$ cat src/rtl/shared_resource_arbiter_if.sv
// Handshake bundle between the two pipelines, the shared
// resource and the arbiter that sits between them.
interface shared_resource_arbiter_if #(
    parameter int DATA_W = 32
);
    logic              req_1;
    logic              req_2;
    logic [DATA_W-1:0] op_data_1;
    logic [DATA_W-1:0] op_data_2;
    logic              flush_1;
    logic              flush_2;
    logic              stall_1;
    logic              stall_2;
    logic              res_start;
    logic [DATA_W-1:0] res_operand;
    logic              res_done;
    logic [DATA_W-1:0] res_result;
    logic              rsp_valid_1;
    logic              rsp_valid_2;
    logic [DATA_W-1:0] rsp_data;
    logic              timeout_err;

    modport master (
        output req_1, req_2,
        output op_data_1, op_data_2,
        output flush_1, flush_2,
        input  stall_1, stall_2,
        input  res_start, res_operand,
        output res_done, res_result,
        input  rsp_valid_1, rsp_valid_2,
        input  rsp_data, timeout_err
    );

    modport slave (
        input  req_1, req_2,
        input  op_data_1, op_data_2,
        input  flush_1, flush_2,
        output stall_1, stall_2,
        output res_start, res_operand,
        input  res_done, res_result,
        output rsp_valid_1, rsp_valid_2,
        output rsp_data, timeout_err
    );
endinterface

$ cat src/rtl/shared_resource_arbiter.sv
// Round-robin arbiter for one multi-cycle resource shared by two pipelines.
// Optional watchdog enabled with `define ARB_TIMEOUT_EN.
module shared_resource_arbiter #(
    parameter int DATA_W         = 32,
    parameter int TIMEOUT_CYCLES = 64
) (
    input logic                      clk,
    input logic                      reset,
    shared_resource_arbiter_if.slave bus
);
    typedef enum logic [1:0] {
        IDLE,
        BUSY,
        DRAIN
    } state_t;

    state_t            state;
    logic              owner_2;
    logic              ptr_2;
    logic              elig_1;
    logic              elig_2;
    logic              win_2;
    logic              flush_own;
    logic              expired;
    logic [DATA_W-1:0] win_data;

    if (TIMEOUT_CYCLES < 1) begin : g_bad_timeout
        $error("TIMEOUT_CYCLES must be at least 1");
    end

    assign elig_1 = bus.req_1 & ~bus.flush_1 & ~bus.rsp_valid_1;
    assign elig_2 = bus.req_2 & ~bus.flush_2 & ~bus.rsp_valid_2;
    assign bus.stall_1 = elig_1;
    assign bus.stall_2 = elig_2;

    assign win_2     = elig_2 & (~elig_1 | ptr_2);
    assign win_data  = win_2 ? bus.op_data_2 : bus.op_data_1;
    assign flush_own = owner_2 ? bus.flush_2 : bus.flush_1;

`ifdef ARB_TIMEOUT_EN
    localparam int CNT_W = ($clog2(TIMEOUT_CYCLES + 1) > 8) ?
                           $clog2(TIMEOUT_CYCLES + 1) : 8;

    logic [CNT_W-1:0] cnt;
    logic             to_drain;

    assign expired  = (cnt == CNT_W'(TIMEOUT_CYCLES - 1));
    assign to_drain = (state == BUSY) & flush_own &
                      ~bus.res_done & ~expired;

    // Counter is held at zero in IDLE so the first BUSY cycle counts as 0.
    always_ff @(posedge clk or posedge reset) begin
        if (reset) begin
            cnt             <= '0;
            bus.timeout_err <= 1'b0;
        end else begin
            if (state == IDLE || to_drain)
                cnt <= '0;
            else
                cnt <= cnt + 1'b1;
            if (state != IDLE && expired && !bus.res_done)
                bus.timeout_err <= 1'b1;
        end
    end
`else
    assign expired         = 1'b0;
    assign bus.timeout_err = 1'b0;
`endif

    always_ff @(posedge clk or posedge reset) begin
        if (reset) begin
            state           <= IDLE;
            owner_2         <= 1'b0;
            ptr_2           <= 1'b0;
            bus.res_start   <= 1'b0;
            bus.res_operand <= '0;
            bus.rsp_valid_1 <= 1'b0;
            bus.rsp_valid_2 <= 1'b0;
            bus.rsp_data    <= '0;
        end else begin
            bus.res_start   <= 1'b0;
            bus.rsp_valid_1 <= 1'b0;
            bus.rsp_valid_2 <= 1'b0;
            unique case (state)
                IDLE: begin
                    if (elig_1 || elig_2) begin
                        owner_2         <= win_2;
                        bus.res_operand <= win_data;
                        bus.res_start   <= 1'b1;
                        state           <= BUSY;
                    end
                end
                BUSY: begin
                    if (bus.res_done) begin
                        if (!flush_own) begin
                            bus.rsp_data    <= bus.res_result;
                            bus.rsp_valid_1 <= ~owner_2;
                            bus.rsp_valid_2 <= owner_2;
                        end
                        ptr_2 <= ~owner_2;
                        state <= IDLE;
                    end else if (expired) begin
                        ptr_2 <= ~owner_2;
                        state <= IDLE;
                    end else if (flush_own) begin
                        state <= DRAIN;
                    end
                end
                DRAIN: begin
                    if (bus.res_done || expired) begin
                        ptr_2 <= ~owner_2;
                        state <= IDLE;
                    end
                end
                default: state <= IDLE;
            endcase
        end
    end
endmodule
$ cat src/flat_wrapper.sv
// flat-port wrapper written by rule: the top's interface ports become plain ports
module shared_resource_arbiter_flat 
#(
    parameter int DATA_W         = 32,
    parameter int TIMEOUT_CYCLES = 64
)
  (clk, reset, bus_req_1, bus_req_2, bus_op_data_1, bus_op_data_2, bus_flush_1, bus_flush_2, bus_stall_1, bus_stall_2, bus_res_start, bus_res_operand, bus_res_done, bus_res_result, bus_rsp_valid_1, bus_rsp_valid_2, bus_rsp_data, bus_timeout_err);
  shared_resource_arbiter_if #(.DATA_W(DATA_W)) bus_i ();
  input logic clk;
  input logic reset;
  input wire logic [$bits(bus_i.req_1)-1:0] bus_req_1;
  input wire logic [$bits(bus_i.req_2)-1:0] bus_req_2;
  input wire logic [$bits(bus_i.op_data_1)-1:0] bus_op_data_1;
  input wire logic [$bits(bus_i.op_data_2)-1:0] bus_op_data_2;
  input wire logic [$bits(bus_i.flush_1)-1:0] bus_flush_1;
  input wire logic [$bits(bus_i.flush_2)-1:0] bus_flush_2;
  output wire logic [$bits(bus_i.stall_1)-1:0] bus_stall_1;
  output wire logic [$bits(bus_i.stall_2)-1:0] bus_stall_2;
  output wire logic [$bits(bus_i.res_start)-1:0] bus_res_start;
  output wire logic [$bits(bus_i.res_operand)-1:0] bus_res_operand;
  input wire logic [$bits(bus_i.res_done)-1:0] bus_res_done;
  input wire logic [$bits(bus_i.res_result)-1:0] bus_res_result;
  output wire logic [$bits(bus_i.rsp_valid_1)-1:0] bus_rsp_valid_1;
  output wire logic [$bits(bus_i.rsp_valid_2)-1:0] bus_rsp_valid_2;
  output wire logic [$bits(bus_i.rsp_data)-1:0] bus_rsp_data;
  output wire logic [$bits(bus_i.timeout_err)-1:0] bus_timeout_err;
  assign bus_i.req_1 = bus_req_1;
  assign bus_i.req_2 = bus_req_2;
  assign bus_i.op_data_1 = bus_op_data_1;
  assign bus_i.op_data_2 = bus_op_data_2;
  assign bus_i.flush_1 = bus_flush_1;
  assign bus_i.flush_2 = bus_flush_2;
  assign bus_stall_1 = bus_i.stall_1;
  assign bus_stall_2 = bus_i.stall_2;
  assign bus_res_start = bus_i.res_start;
  assign bus_res_operand = bus_i.res_operand;
  assign bus_i.res_done = bus_res_done;
  assign bus_i.res_result = bus_res_result;
  assign bus_rsp_valid_1 = bus_i.rsp_valid_1;
  assign bus_rsp_valid_2 = bus_i.rsp_valid_2;
  assign bus_rsp_data = bus_i.rsp_data;
  assign bus_timeout_err = bus_i.timeout_err;
  shared_resource_arbiter #(.DATA_W(DATA_W), .TIMEOUT_CYCLES(TIMEOUT_CYCLES)) u_core (.clk(clk), .reset(reset), .bus(bus_i));
endmodule
$ cat config.mk
export PLATFORM = sky130hd
export DESIGN_NAME = shared_resource_arbiter_flat
export DESIGN_NICKNAME = d
export VERILOG_FILES = /design/src/rtl/shared_resource_arbiter_if.sv /design/src/rtl/shared_resource_arbiter.sv /design/src/flat_wrapper.sv
export SDC_FILE = /design/constraint.sdc
export NUM_CORES = 1
export LEC_CHECK = 0
export ABC_AREA = 0
export BUFFER_PORTS_ARGS = -buffer_cell sky130_fd_sc_hd__buf_2
export CAP_MARGIN = 20
export CORE_ASPECT_RATIO = 0.5
export CORE_MARGIN = 5
export CORE_UTILIZATION = 42
export CTS_BUF_LIST = sky130_fd_sc_hd__clkbuf_2
export CTS_CLUSTER_DIAMETER = 60
export DETAILED_ROUTE_END_ITERATION = 8
export HOLD_SLACK_MARGIN = 0.06
export PLACE_DENSITY = 0.81
export RECOVER_POWER = 100
export SYNTH_ARGS = -nofsm -noshare
export SYNTH_HDL_FRONTEND = slang
export SYNTH_SLANG_ARGS = --single-unit
$ cat constraint.sdc
create_clock -name clk -period 2.5 [get_ports clk]
set_clock_uncertainty 0.1 [all_clocks]
set_input_delay 0.5 -clock clk [delete_from_list [all_inputs] [get_ports clk]]
set_output_delay 0.5 -clock clk [all_outputs]
set_load 0.03 [all_outputs]
# ---- After elaboration in Yosys (flattened, before gate mapping)
# Index checks and enable logic that the tools add are counted.
# W data, S select, Z words.
dict set report totals {
  reg_bits 71
}
dict set report classes {
  mux 15
  n_eq_ne 5
  bitwise_logic 13
  n_reduce_logical 7
}
# op n
set ops {}
lappend ops {{$mux W32} 1}
lappend ops {{$mux W1} 9}
lappend ops {{$mux W2} 4}
lappend ops {{$not A1 Y1} 7}
lappend ops {{$pmux W2 S3} 1}
lappend ops {{$reduce_and A3 Y1} 2}
lappend ops {{$and A1 B1 Y1} 5}
lappend ops {{$reduce_and A2 Y1} 2}
lappend ops {{$ne A3 B2 Y1 const B} 1}
lappend ops {{$eq A2 B1 Y1 const B} 1}
lappend ops {{$eq A2 B2 Y1 const B} 1}
lappend ops {{$logic_not A2 Y1} 1}
lappend ops {{$ne A2 B1 Y1 const B} 1}
lappend ops {{$ne A2 B2 Y1 const B} 1}
lappend ops {{$reduce_or A2 Y1} 1}
lappend ops {{$logic_or A1 B1 Y1} 1}
lappend ops {{$or A1 B1 Y1} 1}

# ---- Logic depth before layout (Yosys ltp)
dict set report logic_depth {
  word_depth 7
  mapped_depth 7
  depth_no_buf 6
}

# ---- Least setup slack after synthesis
# Ideal clock, no wire load.
dict set report synth_path {
  kind {reg-to-reg}
  startpoint {register u_core.bus.rsp_valid_1}
  endpoint {register u_core.bus.res_operand[10]}
  arrival_ns 1.781
  path_stages_with_launch 7
  n_path_buf 2
  setup_slack_ns 0.487
  synth_period_minus_slack_ns 2.013
  setup_ns 0.132
  path_cell_list {dfrtp_1 -> nor3b_2 -> o21ai_1 -> buf_4 -> clkbuf_1 -> nand2_1 -> o21ai_1}
}
dict set report synth_via {
  elab_chain_len 6
  elab_cells_between_ends 8
}
# item line_no
set synth_lines {}
lappend synth_lines {{from (decl)} shared_resource_arbiter_if.sv:41} ;# output rsp_valid_1, rsp_valid_2,
lappend synth_lines {{from (signal assigned)} shared_resource_arbiter.sv:97} ;# bus.rsp_valid_1 <= ~owner_2;
lappend synth_lines {{$not A1 Y1 (*)} shared_resource_arbiter.sv:31} ;# assign elig_1 = bus.req_1 & ~bus.flush_1 & ~bus.rsp_valid_1;
lappend synth_lines {{$and A1 B1 Y1 (*)} shared_resource_arbiter.sv:31}
lappend synth_lines {{net bus_stall_1} flat_wrapper.sv:17} ;# output wire logic [$bits(bus_i.stall_1)-1:0] bus_stall_1;
lappend synth_lines {{$not A1 Y1} shared_resource_arbiter.sv:36} ;# assign win_2 = elig_2 & (~elig_1 | ptr_2);
lappend synth_lines {{$or A1 B1 Y1} shared_resource_arbiter.sv:36}
lappend synth_lines {{$and A1 B1 Y1} shared_resource_arbiter.sv:36}
lappend synth_lines {{$mux W32} shared_resource_arbiter.sv:37} ;# assign win_data = win_2 ? bus.op_data_2 : bus.op_data_1;
lappend synth_lines {{to (signal assigned)} shared_resource_arbiter.sv:88} ;# bus.res_operand <= win_data;
lappend synth_lines {{to (decl)} shared_resource_arbiter_if.sv:39} ;# output res_start, res_operand,
# Mark *: on every way through the listed nets, which the timed path passes. The rest lies on a longest branch.
# A chain may end at the register's enable or synchronous reset.

# ---- Worst setup path after layout
dict set report layout_path {
  startpoint {register u_core.bus.rsp_valid_1}
  endpoint {output bus_stall_1}
}
dict set report layout_via {
  elab_chain_len 2
}
# item line_no
set layout_lines {}
lappend layout_lines {{$not A1 Y1} shared_resource_arbiter.sv:31}
lappend layout_lines {{$and A1 B1 Y1} shared_resource_arbiter.sv:31}
lappend layout_lines {{to (decl)} flat_wrapper.sv:17}
# No other way between the ends.

==> summary.md <==
| Metric | Value |
|---|---|
| Final setup violating endpoints | `0` |
| Most common cell after layout, fill and taps aside | `buf_2` |
| Layout cells sized above 1 | `slightly below 30%` |
| Setup Fix Bufs, Post-CTS | `0` |
| Top cell type's share of synthesized area | `a little under three fifths` |
| R2R depth | `4` |
| Global-route wire length before repair | `roughly 13 mm` |
| Slew Limit Fails | `72` |
| Remaining Overflow, GRT | `0` |
| Core area | `around 7400 µm²` |
| Synth Register Bits | `~70` |
| GPL Wtd Cong | `roughly 0.8` |
| Sequential share of the synthesized area | `between 50% and 60%` |
| Max-cap viol count | `1` |
| Die area | `approximately 9600 µm²` |
| Cell depth of the worst hold path | `2` |
| Total wire length | `around 7.8 mm` |
| Initial antenna violation count | `0` |
| Critical Path Slowest Stage Cell | `dfrtp_1` |
| Worst path required time | `~1.9 ns` |
| Largest net degree at the start of global routing | `72` |
| Failing checks | `max-capacitance violations, max-slew violations` |
| Synthesized net count | `350` |
| Clock Latency Late Sink | `~0.48 ns` |
| CTS H-tree lvls | `3` |
| Yosys warns | `0` |
| Clock tree from TritonCTS | `done` |
| Crit share post-route | `87.4%` |
| Number of global-route vias before repair | `2603` |
| FP Rows | `22` |
| Final #Nets | `approximately 540` |
| Port-buffer cells | `approximately 170` |
| Per-cell routed wire length | `between 10 and 15 µm` |
| Top post-synthesis cells by area | `dfrtp_1 55%, mux2_4 13%, mux2i_1 10%` |
| Min Tclk post-route | `approximately 2.2 ns` |
| Kind of end point of the critical path | `output pin` |
| Syn Inst Count | `244` |
| PwrDens | `approximately 1200 nW/µm²` |
| Worst-path cell chain | `nor3b_2 -> clkbuf_2` |
| Post-synth top area cell | `dfrtp_1` |
| Clock slew at reported path FFs | `0.18 ns` |
| Global Route Usage Sum | `around 17%` |
| Yosys cell types | `26` |
| Maximum VDD drop | `0.000574 V` |
| Vias per cell | `between 4 and 5` |
| Clk sink count | `just over 70` |
| Die height | `approximately 72 µm` |
| CP Buf/Inv Count | `1` |
| Pre-Repair DR Iteration Count | `4` |
| Hold Path Class | `in2reg` |
| Endpoint arrival time on the critical path | `between 1.5 and 2 ns` |
| Commonest non-fill, non-tap cells in the layout | `103 x buf_2, 71 x clkbuf_1, 71 x dfrtp_1` |
| Setup TNS | `0 ns` |
| Drc violations | `0` |
| Instance count on the critical path | `2` |
| Antenna cells | `0` |
| Power after layout | `between 4 and 5 mW` |
| Clock root buffer | `clkbuf_2` |
| Synth Cell Area | `roughly 3200 µm²` |
| Max-slew headroom | `-2.41%` |
| DR vias | `around 2400` |
| Actual slew at the worst max-slew pin | `between 1.5 and 2 ns` |
| P_leak | `1.99 nW` |
| Hpwl dp | `5.98 mm` |
| Final Hold Fails | `0` |
| Fmax | `458 MHz` |
| Crit-path max FO | `4` |
| Crit path max-delay family | `flip-flops` |
| Status | `finished with violations` |
| Starting Density | `about 44%` |
| Routed Antenna Nets | `0` |
| CTS max path bufs | `2` |
| Kind of critical path | `reg2out` |
| Layout area overhead | `28.2%` |
| Average size of a mapped cell | `13.2 µm²` |
| DRT iter0 DRCs | `between 70 and 80` |
| Die width | `between 100 and 150 µm` |
| Number of I/O pins | `about 170` |
| Crit path launch type | `register` |
| RSZ-0062 raised after global routing | `no` |
| Slowest stage delay, CP | `approximately 0.43 ns` |
| CTS buffer count | `9` |
power by group:
part / internal, mW / switching [mW] / leakage [nW]
clock network: 0.139 / 0.365 / 0.0595
registers: 1.69 / 0.285 / 0.869
logic: 0.682 / 1.80 / 1.06
total: 2.51 / 2.44 / 1.99
cell usage after synthesis:
| master | number |
|---|---|
| a21boi_2 | 1 |
| mux2_2 | 2 |
| buf_2 | 1 |
| o21ai_0 | 1 |
| buf_12 | 3 |
| dfrtp_1 | 71 |
| inv_1 | 6 |
| mux2_1 | 4 |
| mux2i_1 | 33 |
| buf_6 | 5 |
| conb_1 | 1 |
| nor3b_4 | 1 |
| buf_4 | 2 |
| nand2_1 | 34 |
| and3_1 | 1 |
| o21ai_1 | 33 |
| nor3b_2 | 1 |
| nor2b_1 | 2 |
| clkbuf_1 | 5 |
| o22a_1 | 1 |
| mux2_4 | 28 |
| and2_1 | 1 |
| a21oi_1 | 1 |
| nor2_1 | 2 |
| a22o_1 | 1 |
| ha_1 | 3 |
what timing repair did:
| item | CTS | global route |
|---|---|---|
| endpoints found under the hold margin | 77 | 8 |
| hold buffers | 7 | 8 |
| resized for setup | 0 | 0 |
cells by family after synthesis:
kind of cell | count (synthesis) | synth area share, %
multiplexers | 67 | 25.5
AND/OR/NAND/NOR | 42 | 5.97
buffers and inverters | 22 | 5.54
flip-flops | 71 | 55.4
other | 1 | 0.117
AO/OA/AOI/OAI | 38 | 6.35
adder cells (fa/ha/maj) | 3 | 1.17
routing by layer:
metal	wire length, µm	vias to the layer above	share of wire, %	global-route usage [%]
met2	4470	60	57	31.9
li1	-	1211	-	-
met3	374	11	4.8	5.12
met4	127	0	1.6	6.16
met5	0	-	0	0
met1	2850	1162	36	17.4
worst register-to-register path, delay by kind of cell (launching register included):
family / cells / cell delay (ns)
flip-flops: 1 / 0.46
multiplexers: 2 / 0.70
buffers and inverters: 1 / 0.50
AND/OR/NAND/NOR: 1 / 0.23
path summary, 6_finish.rpt:
check | startpoint | end | slack (ns)
min | bus_res_result[2] | u_core.bus.rsp_data[2] | 0.11
min reg2reg | u_core.bus.res_operand[0] | u_core.bus.res_operand[0] | 0.39
max reg2reg | u_core.owner_2 | u_core.bus.rsp_data[10] | 0.41
max in group asynchronous | reset | u_core.bus.res_operand[7] | 0.40
min in group asynchronous | reset | u_core.bus.rsp_data[6] | 0.98
max | u_core.bus.rsp_valid_1 | bus_stall_1 | 0.31
sequential cells by signal, indices dropped and copies added (netlist names):
signal                  cells
u_core.bus.res_operand     32
u_core.bus.res_start        1
u_core.owner_2              1
u_core.bus.rsp_valid_1      1
u_core.bus.rsp_data        32
u_core.ptr_2                1
u_core.bus.rsp_valid_2      1
u_core.state                2
area by class of cell:
class / count / area [µm²]
fillers: 723 / 3260
flip-flops and latches: 71 / 1780
multi-input cells: 151 / 1170
repair buffers: 193 / 955
well taps: 96 / 120
clock buffers: 13 / 65.1
inverters: 6 / 22.5
clock inverters: 2 / 8.76
stage by stage:
stage          instances  worst slack, ns  area [µm²]  utilization [%]  hold WS, ns
2_1_floorplan        244            0.103        3210                -        0.348
4_1_cts              524            0.203        4280             58.1       0.0610
6_report             532            0.315        4110             55.8        0.114
5_1_grt              532           0.0607        4110             55.8       0.0515
3_3_place_gp         502            0.482        4140             56.1        0.363
3_5_place_dp         502            0.451        4140             56.1        0.370
Note: power is estimated with default switching activity, not from simulation.
